### src/rtl/lc3b_types.sv
// Shared LC-3b pipeline types used by the write-back stage.
package lc3b_types;

  typedef logic [15:0] lc3b_word;
  typedef logic [2:0]  lc3b_reg;
  typedef logic [2:0]  lc3b_nzp;

  // Write-back source select; the unused encoding 2'b11 is treated as ALU.
  typedef enum logic [1:0] {
    ALU = 2'b00,
    MEM = 2'b01,
    PC  = 2'b10
  } lc3b_wb_sel;

  typedef struct packed {
    lc3b_reg    dr;
    logic       load_regfile;
    logic       load_cc;
    lc3b_wb_sel wb_sel;
  } lc3b_ipacket;

  localparam lc3b_nzp NzpReset = 3'b010;

endpackage

### src/rtl/wb_stage_cc_gen.sv
// Condition-code generator: one-hot n/z/p from a 16-bit result.
module cc_gen
  import lc3b_types::*;
(
  input  lc3b_word value,
  output lc3b_nzp  nzp
);

  // Negative wins on bit 15, zero on all-clear, positive otherwise.
  always_comb begin
    nzp = 3'b001;
    if (value[15]) begin
      nzp = 3'b100;
    end else if (value == 16'h0000) begin
      nzp = 3'b010;
    end
  end

endmodule

### src/rtl/wb_stage.sv
// Write-back stage: single pipeline register, register-file write, CC update,
// bypass to ID/EX and retired-instruction counter.
module wb_stage
  import lc3b_types::*;
#(
  parameter int unsigned RETIRE_W = 16
) (
  input  logic                clk,
  input  logic                rst_n,
  input  logic                mem_valid,
  output logic                mem_ready,
  input  lc3b_ipacket         mem_ipacket,
  input  logic [15:0]         mem_pc,
  input  logic [15:0]         mem_alu,
  input  logic [15:0]         mem_rdata,
  input  logic                hold,
  output logic [2:0]          dr,
  output logic [15:0]         wbdata,
  output logic [15:0]         wbpc,
  output logic                regfile_mux_sel,
  output logic                load_regfile,
  output logic [2:0]          nzp,
  output logic                fwd_valid,
  output logic [2:0]          fwd_reg,
  output logic [15:0]         fwd_data,
  output logic [RETIRE_W-1:0] retired
);

  logic                valid_q;
  lc3b_ipacket         ipacket_q;
  lc3b_word            pc_q;
  lc3b_word            alu_q;
  lc3b_word            rdata_q;
  lc3b_nzp             nzp_q;
  logic [RETIRE_W-1:0] retired_q;

  logic     commit;
  logic     capture;
  lc3b_word final_val;
  lc3b_nzp  cc_nzp;

  // Handshake: the stage frees up whenever its occupant commits this cycle.
  always_comb begin
    mem_ready = !valid_q || !hold;
    commit    = valid_q && !hold;
    capture   = mem_valid && mem_ready;
  end

  // Write-back source decode and final value selection.
  always_comb begin
    wbdata          = alu_q;
    regfile_mux_sel = 1'b1;
    case (ipacket_q.wb_sel)
      MEM:     wbdata = rdata_q;
      PC:      regfile_mux_sel = 1'b0;
      default: ;
    endcase
    final_val = regfile_mux_sel ? wbdata : pc_q;
  end

  cc_gen u_cc_gen (
    .value(final_val),
    .nzp  (cc_nzp)
  );

  // Outputs driven only from registered state.
  always_comb begin
    dr           = ipacket_q.dr;
    wbpc         = pc_q;
    load_regfile = commit && ipacket_q.load_regfile;
    nzp          = nzp_q;
    fwd_valid    = valid_q && ipacket_q.load_regfile;
    fwd_reg      = ipacket_q.dr;
    fwd_data     = final_val;
    retired      = retired_q;
  end

  // Pipeline register, condition codes and retire counter.
  always_ff @(posedge clk or negedge rst_n) begin
    if (!rst_n) begin
      valid_q   <= 1'b0;
      ipacket_q <= '0;
      pc_q      <= '0;
      alu_q     <= '0;
      rdata_q   <= '0;
      nzp_q     <= NzpReset;
      retired_q <= '0;
    end else begin
      if (capture) begin
        valid_q   <= 1'b1;
        ipacket_q <= mem_ipacket;
        pc_q      <= mem_pc;
        alu_q     <= mem_alu;
        rdata_q   <= mem_rdata;
      end else if (commit) begin
        valid_q <= 1'b0;
      end
      if (commit && ipacket_q.load_cc) begin
        nzp_q <= cc_nzp;
      end
      if (commit) begin
        retired_q <= retired_q + RETIRE_W'(1);
      end
    end
  end

endmodule

### config.mk
export PLATFORM = sky130hd
export DESIGN_NAME = wb_stage
export DESIGN_NICKNAME = d
export VERILOG_FILES = /design/src/rtl/lc3b_types.sv /design/src/rtl/wb_stage_cc_gen.sv /design/src/rtl/wb_stage.sv
export SDC_FILE = /design/constraint.sdc
export NUM_CORES = 1
export LEC_CHECK = 0
export ABC_AREA = 1
export BUFFER_PORTS_ARGS = -buffer_cell sky130_fd_sc_hd__buf_2
export CAP_MARGIN = 25
export CORE_ASPECT_RATIO = 1.5
export CORE_MARGIN = 4
export CORE_UTILIZATION = 51
export CTS_BUF_LIST = sky130_fd_sc_hd__clkbuf_2
export DETAILED_ROUTE_END_ITERATION = 10
export GPL_TIMING_DRIVEN = 0
export PLACE_DENSITY = 0.94
export SYNTH_ARGS = -nofsm -noshare
export SYNTH_HDL_FRONTEND = slang
export SYNTH_SLANG_ARGS = --single-unit
### constraint.sdc
create_clock -name clk -period 2 [get_ports clk]
set_input_delay 0.3 -clock clk [delete_from_list [all_inputs] [get_ports clk]]
set_output_delay 0.3 -clock clk [all_outputs]
set_load 0.03 [all_outputs]
==> results.md, run 1 <==
- Worst hold slack: -0.04539 ns
- Vias per cell: between 5 and 6
- CP Data Arrival Time: around 1.9 ns
- GPL Wtd Cong: approximately 0.9
- Worst path bufs/invs: 4
- CP most frequent cell: buf_6
- CTS tree: done
- Syn Inst Count: around 410
- Die area: just under 9000 sq um
- Tot Pwr: around 5.6 mW
- Area contributors post-synth: dfrtp_1 (50%), nand2_1 (7.9%), mux2_2 (6.4%)
- Tcrit/Tclk final: 107.8%
- Final Max Slew Viols: 0
- Layout area overhead: 56.55%
- Fraction of layout cells with a size suffix above 1: 48.72%
- Antenna-violating nets left: 0
- Leading cell type in the layout, fill and taps excluded: buf_2
- Final hold vios: 2
- Reg2Reg Depth: 15
- Input/output buffers: 135
- Core ar.: just under 7000 sq um
- Mapped Area: approximately 3700 sq um
- Peak Freq: 0.4640 GHz
- Worst setup EP type: output pin
- Finished Layout Cells: just over 700
- RSZ-0062 raised after global routing: true
- Initial antenna violation count: 0
- Tmin final: approximately 2.2 ns
- Worst hold path type: input pin to flop
- Drt total wl: approximately 15 mm
- Clock slew at reported path FFs: 0.28 ns
- Crit-path max FO: 5
- Overflow after GRT: 0
- Post-synthesis sequential area ratio: between 50% and 60%
- Most frequent cells in the layout: buf_2 (108), dfrtp_1 (73), nand2_1 (52)
- Number of global-route vias before repair: 4401
- Crit Path Category: flop to output pin
- DP HPWL: 8.194 mm
- Relative slew slack: between 60 and 70%
- CP startpoint kind: flop
- Total GRT Usage: between 30% and 40%
- Initial Utilization: around 53%
- CP Data Required Time: 1.70 ns
- Vias: 4054
- Failing checks: hold timing, setup timing
- DRC viols: 0
- Status: finished with violations
- H-tree Lvls: 3
- Clk_lat worst skew: ~0.60 ns
- # setup viols final: 30
- I/O Pins: between 100 and 150
- # rows: 37
- Pin count of the biggest net entering global routing: between 40 and 50
- First-pass GRT wire length: ~22 mm
- Average wire per standard cell: about 21 microns
- Pre-CTS setup slack: roughly 0.22 ns
- Fin worst setup slack: -0.1553 ns
- Final Util: a little over four fifths
- WP depth: 8
- Fin Clk Skew: just over 0.06 ns
- FF-to-FF setup slack: around 0.060 ns
- Power per cell area: 972.2 nW/um^2
- Placed cells: between 600 and 700
- Top cell type's share of synthesized area: 50.00%
- 1st-iter DRT viols: slightly above 400
- Number of antenna repair diodes: 0
- Syn nets: between 400 and 500
- WHS Path Cells: 3
- Yosys top cell by area: dfrtp_1
- Worst Tran Pin Value: roughly 0.47 ns
- Cts bufs inserted: 9
- Leakage: 3.067 nW
- Chip height: around 110 microns
- Synth warnings: 0
- Most used DFF post-synth: dfrtp_1
- Post-layout nets: just under 700
- Max Cap Violations: 0
- CTS root buf: clkbuf_2
- Post-synthesis register bit count: between 70 and 80
- Post-synth ARST share: 100.0%
- CP cell instances: buf_6 > inv_8 > nor2_4 > buf_6 > nand2_2 > nand3_2 > nand2_2 > buf_6
- Worst IR Drop VDD: between 0.0005 and 0.0006 V
- Slowest cell on the critical path: dfrtp_1
- Width of the die: roughly 78 microns
- Post-synth EDFFs: 0
- Worst path max stage delay: about 0.4 ns
- Unique masters post-synth: 28
- CTS Buffer Depth: 2
- DR pass1 iterations: 5
- Critical path's top delay family: buffers and inverters
- Clock sinks: 75
- Synth Area per Inst: 8.989 sq um
[where the power goes]
part	internal, mW	switching, mW	total, mW	leakage, nW
combinational	1.09	1.62	2.71	2.13
sequential	1.75	0.186	1.93	0.863
clock	0.407	0.585	0.992	0.0770
[worst register-to-register path, delay by kind of cell (launching register included)]
family                 cells  cell delay (ns)
DFF                        1             0.40
and+or+nand+nor           10             0.82
buffers and inverters      5             0.66
[cell usage after synthesis (4+ instances only)]
cell / n
a21oi_1: 35
and2_1: 16
buf_2: 7
buf_4: 8
dfrtp_1: 74
inv_1: 44
mux2_2: 21
nand2_1: 78
nand2_2: 14
nand3_1: 21
nand3_2: 8
nor2_1: 49
nor2_2: 4
xnor2_1: 4
xor2_1: 11
[cells by family after synthesis]
logic type,synth area share [%]
mux,6.385
compound gates,4.730
simple gates,25.64
fa+ha+maj,0.3378
buf+inv,8.649
flops,50.71
xor+xnor,3.547
[area by class of cell]
| type | instances | area, sq um |
|---|---|---|
| Sequential cell | 75 | 1879 |
| Inverter | 48 | 200.2 |
| Timing Repair Buffer | 198 | 1558 |
| Multi-Input combinational cell | 269 | 1774 |
| Buffer | 20 | 158.9 |
| Tap cell | 78 | 97.59 |
| Clock inverter | 6 | 80.08 |
| Clock buffer | 10 | 50.05 |
| Fill cell | 333 | 1146 |
[path summary, 6_finish.rpt]
kind                              start           to
min in group asynchronous         rst_n  rdata_q[13]
setup / recovery           ipacket_q[0]  fwd_data[6]
hold / removal               mem_alu[2]     alu_q[2]
hold reg to reg             retired[15]  retired[15]
setup reg to reg           ipacket_q[0]       nzp[0]
max in group asynchronous         rst_n       nzp[1]
[sequential cells by signal (all words and copies together) (netlist names)]
name / cells
valid_q: 1
alu_q: 16
wbpc: 16
retired: 16
dr: 3
rdata_q: 16
ipacket_q: 4
nzp: 3
[metrics by stage]
step	setup TNS [ns]	instance area, sq um
floorplan	0	3704
global placement	0	4477
detailed placement	0	4507
CTS	-2.033	5587
global route	-5.661	5798
finish	-3.284	5798
[metal layers]
metal	GRT usage, %	vias to the layer above	share of wire [%]
li1	-	1692	-
met1	32.32	1930	32
met2	57.61	309	52
met3	8.347	123	7.2
met4	24.82	0	8.6
met5	0	-	0
[repair_timing]
action,in CTS,in global routing
pin swaps,8,4
resized for setup,125,34
hold buffers,36,3
cloned,2,1
hold endpoints to repair,73,3
buffers inserted,16,5
setup endpoints to repair,33,35
No activity file was read; power rests on OpenSTA's default activity.
==> inputs of run 2 (changes only) <==
--- a/config.mk
+++ b/config.mk
@@ -15,6 +15,7 @@
 export DETAILED_ROUTE_END_ITERATION = 10
 export GPL_TIMING_DRIVEN = 0
 export PLACE_DENSITY = 0.94
+export SETUP_SLACK_MARGIN = 0.5
 export SYNTH_ARGS = -nofsm -noshare
 export SYNTH_HDL_FRONTEND = slang
 export SYNTH_SLANG_ARGS = --single-unit
==> run 2 against run 1 <==
The run still ends with hold timing, setup timing left. Count of clock-buffer cells in the layout shrank 1. First-iteration DRC count shrank 7.0%. Global-route usage shrank 2.7 points. Setup slack lost 0.0071 ns. Clock power shrank 8.6%. Worst hold slack gained 0.042 ns. Cell count grew 1.8%. Routed wire length grew 5.5%. Cell area grew 10%.
==> results.md, run 2 (synthesis gave the netlist of run 1 again) <==
- FF-to-FF setup slack: 0.08 ns (+0.02 ns)
- Failing checks: hold timing, setup timing
- Peak Freq: 0.4624 GHz (-0.33%)
- Relative slew slack: 74.83% (+6.3 points)
- Worst Tran Pin Value: 0.3776 ns (-0.09321 ns)
- Final Max Slew Viols: 0 (unchanged)
- Number of global-route vias before repair: 4052 (-7.9%)
- Hold endpoint: alu_q[9]
- Final Util: 91.91% (+8.4 points)
- CP startpoint kind: flop
- GPL Wtd Cong: 0.8867 (+1.1%)
- Chip height: 112.4 microns (unchanged)
- R2r startpoint: ipacket_q[1]
- Vias: 4023 (-0.76%)
- Fraction of layout cells with a size suffix above 1: 58.22% (+9.5 points)
- Status: finished with violations
- Final hold vios: 1 (-1)
- Power per cell area: 934.4 nW/um^2 (-3.9%)
- Clk_lat worst skew: 0.53 ns (-0.07 ns)
- CTS tree: done
- Switching Fraction: 42.98% (+0.53 points)
- H-tree Lvls: 3 (unchanged)
- # setup viols final: 28 (-6.7%)
- Initial antenna violation count: 0 (unchanged)
- CP most frequent cell: buf_12
- I/O Pins: 136 (unchanged)
- Pin count of the biggest net entering global routing: 76 (+55%)
- Setup TNS: -2.853 ns (+0.4312 ns)
- Input/output buffers: 135 (unchanged)
- Number of antenna repair diodes: 0 (unchanged)
- Tmin final: 2.162 ns (+0.007115 ns)
- RSZ-0062 raised after global routing: true
- Crit Path Category: flop to output pin
- Overflow after GRT: 0 (unchanged)
- Slowest cell on the critical path: dfrtp_2
- Fin Clk Skew: 0.03958 ns (-0.02136 ns)
- Post-layout nets: 694 (+1.9%)
- WHS Path Cells: 3 (unchanged)
- Layout area overhead: 72.33%
- Width of the die: 77.58 microns (unchanged)
- Share of power burned in registers: 33.4% (-0.9 points)
- Worst hold path type: input pin to flop
- Comb power frac: 51.4% (+3.3 points)
- DP HPWL: 7.965 mm (-2.8%)
- Crit-path max FO: 6 (+1)
- Die area: 8718 sq um (unchanged)
- Worst setup EP type: output pin
- Tcrit/Tclk final: 108.1% (+0.36 points)
- CP Data Required Time: 1.70 ns (about the same)
- CP Data Arrival Time: 1.86 ns (about the same)
- Average wire per standard cell: 21.77 microns (+3.6%)
- Most frequent cells in the layout: buf_6 (81), buf_2 (65), dfrtp_1 (65)
- Critical path's top delay family: flip-flops
- Initial Utilization: 53.33% (unchanged)
- Clock share of power: 15.2% (-2.4 points)
- Vias per cell: 5.611 (-2.6%)
- Leakage: 3.331 nW (+8.6%)
- DRC viols: 0 (unchanged)
- Core ar.: 6944 sq um (unchanged)
- CTS Buffer Depth: 2 (unchanged)
- Worst path bufs/invs: 3 (-1)
- Pre-CTS setup slack: 0.2069 ns (-0.01443 ns)
- Psw: 2.563 mW (+7.1%)
- CP startpoint: ipacket_q[1]
- DR pass1 iterations: 5 (unchanged)
- Worst path max stage delay: 0.50 ns (+0.10 ns)
- CP cell instances: buf_12 > nor2_4 > buf_12 > nand2_2 > and2_4 > buf_6
- First-pass GRT wire length: 20.31 mm (-6.8%)
- Worst hold slack: -0.003341 ns (+0.04205 ns)
- Total GRT Usage: 30.03% (-2.7 points)
- CTS root buf: clkbuf_2
- Clock sinks: 75 (unchanged)
- Reg2Reg Depth: 13 (-2)
- Clock slew at reported path FFs: 0.25 ns (-0.03 ns)
- Drt total wl: 15.61 mm (+5.5%)
- Pint: 3.400 mW (+4.8%)
- Antenna-violating nets left: 0 (unchanged)
- # rows: 37 (unchanged)
- Max Cap Violations: 0 (unchanged)
- Leading cell type in the layout, fill and taps excluded: buf_6
- Hold Startpoint: mem_alu[9]
- Worst IR Drop VDD: 0.0007348 V (+37%)
- Tot Pwr: 5.964 mW (+5.8%)
- Fin worst setup slack: -0.1624 ns (-0.007115 ns)
- 1st-iter DRT viols: 385 (-7.0%)
- R2R Path End: nzp[0]
- Cts bufs inserted: 9 (unchanged)
run 2: changes by cell type in the layout (fill, tap and decap cells not counted), moves of 3 or more:
cell           change
nand2_1           -16
clkbuf_4           +5
dfrtp_1            -8
buf_4             +21
nand2_4           +22
clkbuf_1           -3
clkinvlp_4         +3
nor2_1             -3
buf_6             +42
dlygate4sd3_1     -14
buf_2             -43
dfrtp_2            +8
buf_12             +3
nand2_2            -6
run 2: power groups by stage:
stage | sequential (mW) | clock, mW | combinational [mW]
6_report | 1.99 | 0.907 | 3.06
5_1_grt | 2.01 | 0.969 | 3.19
4_1_cts | 1.93 | 0.870 | 2.63
3_5_place_dp | 1.96 | 0 | 2.01
3_3_place_gp | 1.94 | 0 | 1.95
2_1_floorplan | 2.16 | 0 | 1.19
run 2: layer usage:
layer | wire [microns] | GRT usage, % | vias to the layer above
met3 | 1129 | 4.896 | 86
met2 | 8545 | 52.92 | 257
li1 | - | - | 1721
met1 | 5137 | 33.61 | 1959
met4 | 793 | 17.70 | 0
met5 | 0 | 0 | -
run 2: tightest hold or removal path, delay by kind of cell:
family / cells / cell delay, ns
buffers and inverters: 1 / 0.08
AND/OR/NAND/NOR: 1 / 0.03
AO/OA/AOI/OAI: 1 / 0.10
run 2: how the worst max path moves through the flow:
stage / to / slack, ns / depth (start not counted)
after global routing: fwd_data[15] / -0.22 / 8
after CTS: wbdata[11] / -0.05 / 7
after global placement: ipacket_q[1] / 0.07 / 1
after detailed placement: nzp[0] / 0.21 / 13
after floorplan: nzp[0] / 0.45 / 12
final: wbdata[1] / -0.16 / 6
run 2: per-stage QoR:
step	std cells	hold slack, ns	instance area (sq um)
after floorplan	412	0.004409	3856
after global routing	717	-0.00002287	6382
final	717	-0.003341	6382
after CTS	687	0.004132	5725
after global placement	625	0.4565	4629
after detailed placement	626	0.3435	4659
run 2: layout make-up:
type	count	area [sq um]
sequential	75	1889
buffer	20	202.7
timing repair buffer	211	1863
fill	242	561.8
multi-input combinational	269	2002
clock inverter	7	77.57
tap	78	97.59
inverter	48	205.2
clock buffer	9	45.04
run 2: repair_timing:
action	in CTS	in global routing
resized for setup	159	130
cloned	1	1
endpoints found under the setup margin	90	127
endpoints found under the hold margin	89	9
pin swaps	18	21
hold buffers	16	9
buffers inserted	28	20
==> inputs of run 3 (changes only) <==
--- a/config.mk
+++ b/config.mk
@@ -15,7 +15,8 @@
 export DETAILED_ROUTE_END_ITERATION = 10
 export GPL_TIMING_DRIVEN = 0
 export PLACE_DENSITY = 0.94
-export SETUP_SLACK_MARGIN = 0.5
+export SLEW_MARGIN = 20
 export SYNTH_ARGS = -nofsm -noshare
 export SYNTH_HDL_FRONTEND = slang
+export SYNTH_HIERARCHICAL = 1
 export SYNTH_SLANG_ARGS = --single-unit
==> run 3 against run 2 <==
The flow finishes with violations (setup timing). Setup slack got worse by 0.18 ns. Cell area decreased by 9.3%. Sequential share of layout area increased by 2.8 points. Power decreased by 6.3%. Via count decreased by 7.4%. Sequential power about the same. Synthesized cell count decreased by 5.3%. Core utilization decreased by 7.9 points. Maximum frequency decreased by 7.8%. Clock skew increased by 0.011 ns.
==> results.md, run 3 <==
- Final hold vios: 0 (-1)
- Input/output buffers: 135 (unchanged)
- Yosys top cell by area: dfrtp_1
- Antenna-violating nets left: 0 (unchanged)
- Fin worst setup slack: -0.3452 ns (-0.1828 ns)
- Final Util: 83.97% (-7.9 points)
- H-tree Lvls: 3 (unchanged)
- Count leader, synth: nand2_1
- RSZ-0062 raised after global routing: true
- Chip height: 111.2 microns (-1.1%)
- Tcrit/Tclk final: 117.3% (+9.1 points)
- Crit-path max FO: 5 (-1)
- CTS root buf: clkbuf_2
- Top cell type's share of synthesized area: 51.18% (+1.2 points)
- Pin count of the biggest net entering global routing: 39 (-49%)
- Worst path max stage delay: 0.45 ns (-0.05 ns)
- Relative slew slack: 65.92% (-8.9 points)
- Psw: 2.418 mW (-5.7%)
- Fin Clk Skew: 0.05032 ns (+0.01075 ns)
- Syn Inst Count: 390 (-5.3%)
- Post-layout nets: 668 (-3.7%)
- Clk_lat worst skew: 0.55 ns (+0.02 ns)
- # rows: 37 (unchanged)
- Leading cell type in the layout, fill and taps excluded: buf_2
- Crit Path Category: flop to output pin
- Cell area after layout: 5792 sq um (-9.3%)
- CP Data Required Time: 1.70 ns (about the same)
- Power per cell area: 964.9 nW/um^2 (+3.3%)
- CP startpoint kind: flop
- CP most frequent cell: buf_6
- Number of antenna repair diodes: 0 (unchanged)
- Initial Utilization: 52.46% (-0.88 points)
- Worst IR Drop VDD: 0.0006566 V (-11%)
- Clock share of power: 14.4% (-0.8 points)
- Post-synthesis register bit count: 75 (unchanged)
- Most used DFF post-synth: dfrtp_1
- Synth Area per Inst: 9.278 sq um (+3.2%)
- Final Max Slew Viols: 0 (unchanged)
- Most frequent cells in the layout: buf_2 (107), dfrtp_1 (74), dlygate4sd3_1 (55)
- First-pass GRT wire length: 19.58 mm (-3.6%)
- Status: finished with violations
- Switching Fraction: 43.27% (+0.29 points)
- Initial antenna violation count: 0 (unchanged)
- Vias: 3724 (-7.4%)
- Total GRT Usage: 29.46% (-0.57 points)
- Syn nets: 450 (-4.7%)
- DP HPWL: 7.666 mm (-3.8%)
- CP cell instances: or2_1 > buf_6 > buf_16 > o21ai_4 > nand2_2 > nand2_4 > buf_6
- Tot Pwr: 5.588 mW (-6.3%)
- Layout area overhead: 60.06%
- Peak Freq: 0.4264 GHz (-7.8%)
- Clock slew at reported path FFs: 0.25 ns (about the same)
- Worst hold path type: input pin to flop
- Slowest cell on the critical path: dfrtp_1
- Share of power burned in registers: 35.0% (+1.6 points)
- Top sig layer: met4
- Comb power frac: 50.6% (-0.8 points)
- Clock sinks: 75 (unchanged)
- Worst Tran Pin Value: 0.5112 ns (+0.1336 ns)
- DR pass1 iterations: 5 (unchanged)
- Pint: 3.170 mW (-6.8%)
- Pre-CTS setup slack: -0.05679 ns (-0.2637 ns)
- 1st-iter DRT viols: 164 (-57%)
- Fraction of layout cells with a size suffix above 1: 47.80% (-10 points)
- Leakage: 2.923 nW (-12%)
- Average wire per standard cell: 17.95 microns (-18%)
- Drt total wl: 12.40 mm (-21%)
- Overflow after GRT: 0 (unchanged)
- Top cells by count, synth: nand2_1 (95), dfrtp_1 (74), nor2_1 (46)
- CTS tree: done
- Post-DP Area: 4624 sq um (-0.75%)
- # setup viols final: 34 (+21%)
- Post-synth ARST share: 100.0% (unchanged)
- DRC viols: 0 (unchanged)
- Area contributors post-synth: dfrtp_1 (51%), mux2_2 (12%), nand2_1 (9.9%)
- CTS Buffer Depth: 2 (unchanged)
- Number of global-route vias before repair: 4051 (-0.025%)
- I/O Pins: 136 (unchanged)
- Cts bufs inserted: 9 (unchanged)
- Max Cap Violations: 0 (unchanged)
- Met3 WL post-DR: 916 microns (-19%)
- Core ar.: 6898 sq um (-0.67%)
- Vias per cell: 5.389 (-3.9%)
- Worst hold slack: 0.05215 ns (+0.05549 ns)
- Mapped Area: 3618 sq um (-2.3%)
- Unique masters post-synth: 26 (-7.1%)
- DRT met1 WL: 4.080 mm (-21%)
- Worst setup EP type: output pin
- Die area: 8535 sq um (-2.1%)
- GPL Wtd Cong: 0.8325 (-6.1%)
- CP Data Arrival Time: 2.05 ns (+0.19 ns)
- Synth warnings: 6 (+6)
- Width of the die: 76.78 microns (-1.0%)
- Met2 wire len: 6.958 mm (-19%)
- Post-synthesis sequential area ratio: 51.90% (+1.2 points)
- Tmin final: 2.345 ns (+0.1828 ns)
- Failing checks: setup timing
- Post-synth EDFFs: 0 (unchanged)
==> run 3: cell count changes in the layout (fill, tap and decap cells not counted), moves of 11 or more <==
cell	change
buf_6	-46
and2_4	-16
nand3_1	+18
buf_4	-20
nand3_2	-18
nand2_2	+11
nand2_1	+12
o21ai_4	+16
a21oi_1	-17
buf_2	+42
mux2_2	+17
nand2_4	-20
dlygate4sd3_1	+30
==> run 3: worst paths after layout <==
check                             startpoint  slack, ns  depth (start not counted)           to
worst min register to register        nzp[1]       0.48                          2       nzp[1]
min in group asynchronous              rst_n       0.22                          2   retired[6]
worst max register to register  ipacket_q[1]      -0.12                         14       nzp[1]
worst max-delay path            ipacket_q[1]      -0.35                          7  fwd_data[7]
worst min-delay path                    hold       0.05                          3      valid_q
max in group asynchronous              rst_n       1.14                          3     alu_q[6]
==> run 3: final cells by class <==
type	count	area (sq um)
tap	78	97.59
timing repair buffer	208	1614
fill	350	1106
buffer	21	181.4
clock inverter	7	58.81
multi-input combinational	256	1775
clock buffer	9	45.04
sequential	75	1878
inverter	37	141.4
==> run 3: logic make-up after synthesis <==
| family | synth area share (%) |
|---|---|
| flops | 51.90 |
| simple gates | 19.33 |
| mux | 11.83 |
| fa+ha+maj | 0.3457 |
| xor+xnor | 2.421 |
| compound gates | 6.155 |
| buf+inv | 8.022 |
==> run 3: stage by stage <==
step / TNS [ns] / instances
floorplan: 0 / 390
global placement: -0.04977 / 603
detailed placement: -0.09880 / 604
CTS: -10.71 / 680
global route: -11.28 / 691
finish: -8.641 / 691
==> run 3: layer usage <==
metal	track usage, %	vias to the layer above
met5	0	-
met1	28.04	1830
met2	56.69	183
li1	-	1669
met3	8.049	42
met4	13.66	0
==> run 3: power by group through the flow <==
stage	clock network, mW	registers, mW	logic, mW
4_1_cts	0.815	1.94	2.63
6_report	0.807	1.96	2.83
3_5_place_dp	0	1.96	2.18
2_1_floorplan	0	2.17	1.32
3_3_place_gp	0	1.94	2.13
5_1_grt	0.875	1.99	2.97
==> run 3: timing repair <==
action	CTS	global route
resized for setup	94	24
buffers inserted	4	12
cloned	1	0
setup endpoints to repair	35	35
pin swaps	13	10
hold buffers	55	0
hold endpoints to repair	90	0
==> run 3: critical path: cells and delay by family (launching register included) <==
family                 cells  cell delay, ns
buffers and inverters      3            0.43
flip-flops                 1            0.45
AO/OA/AOI/OAI              1            0.19
AND/OR/NAND/NOR            3            0.42
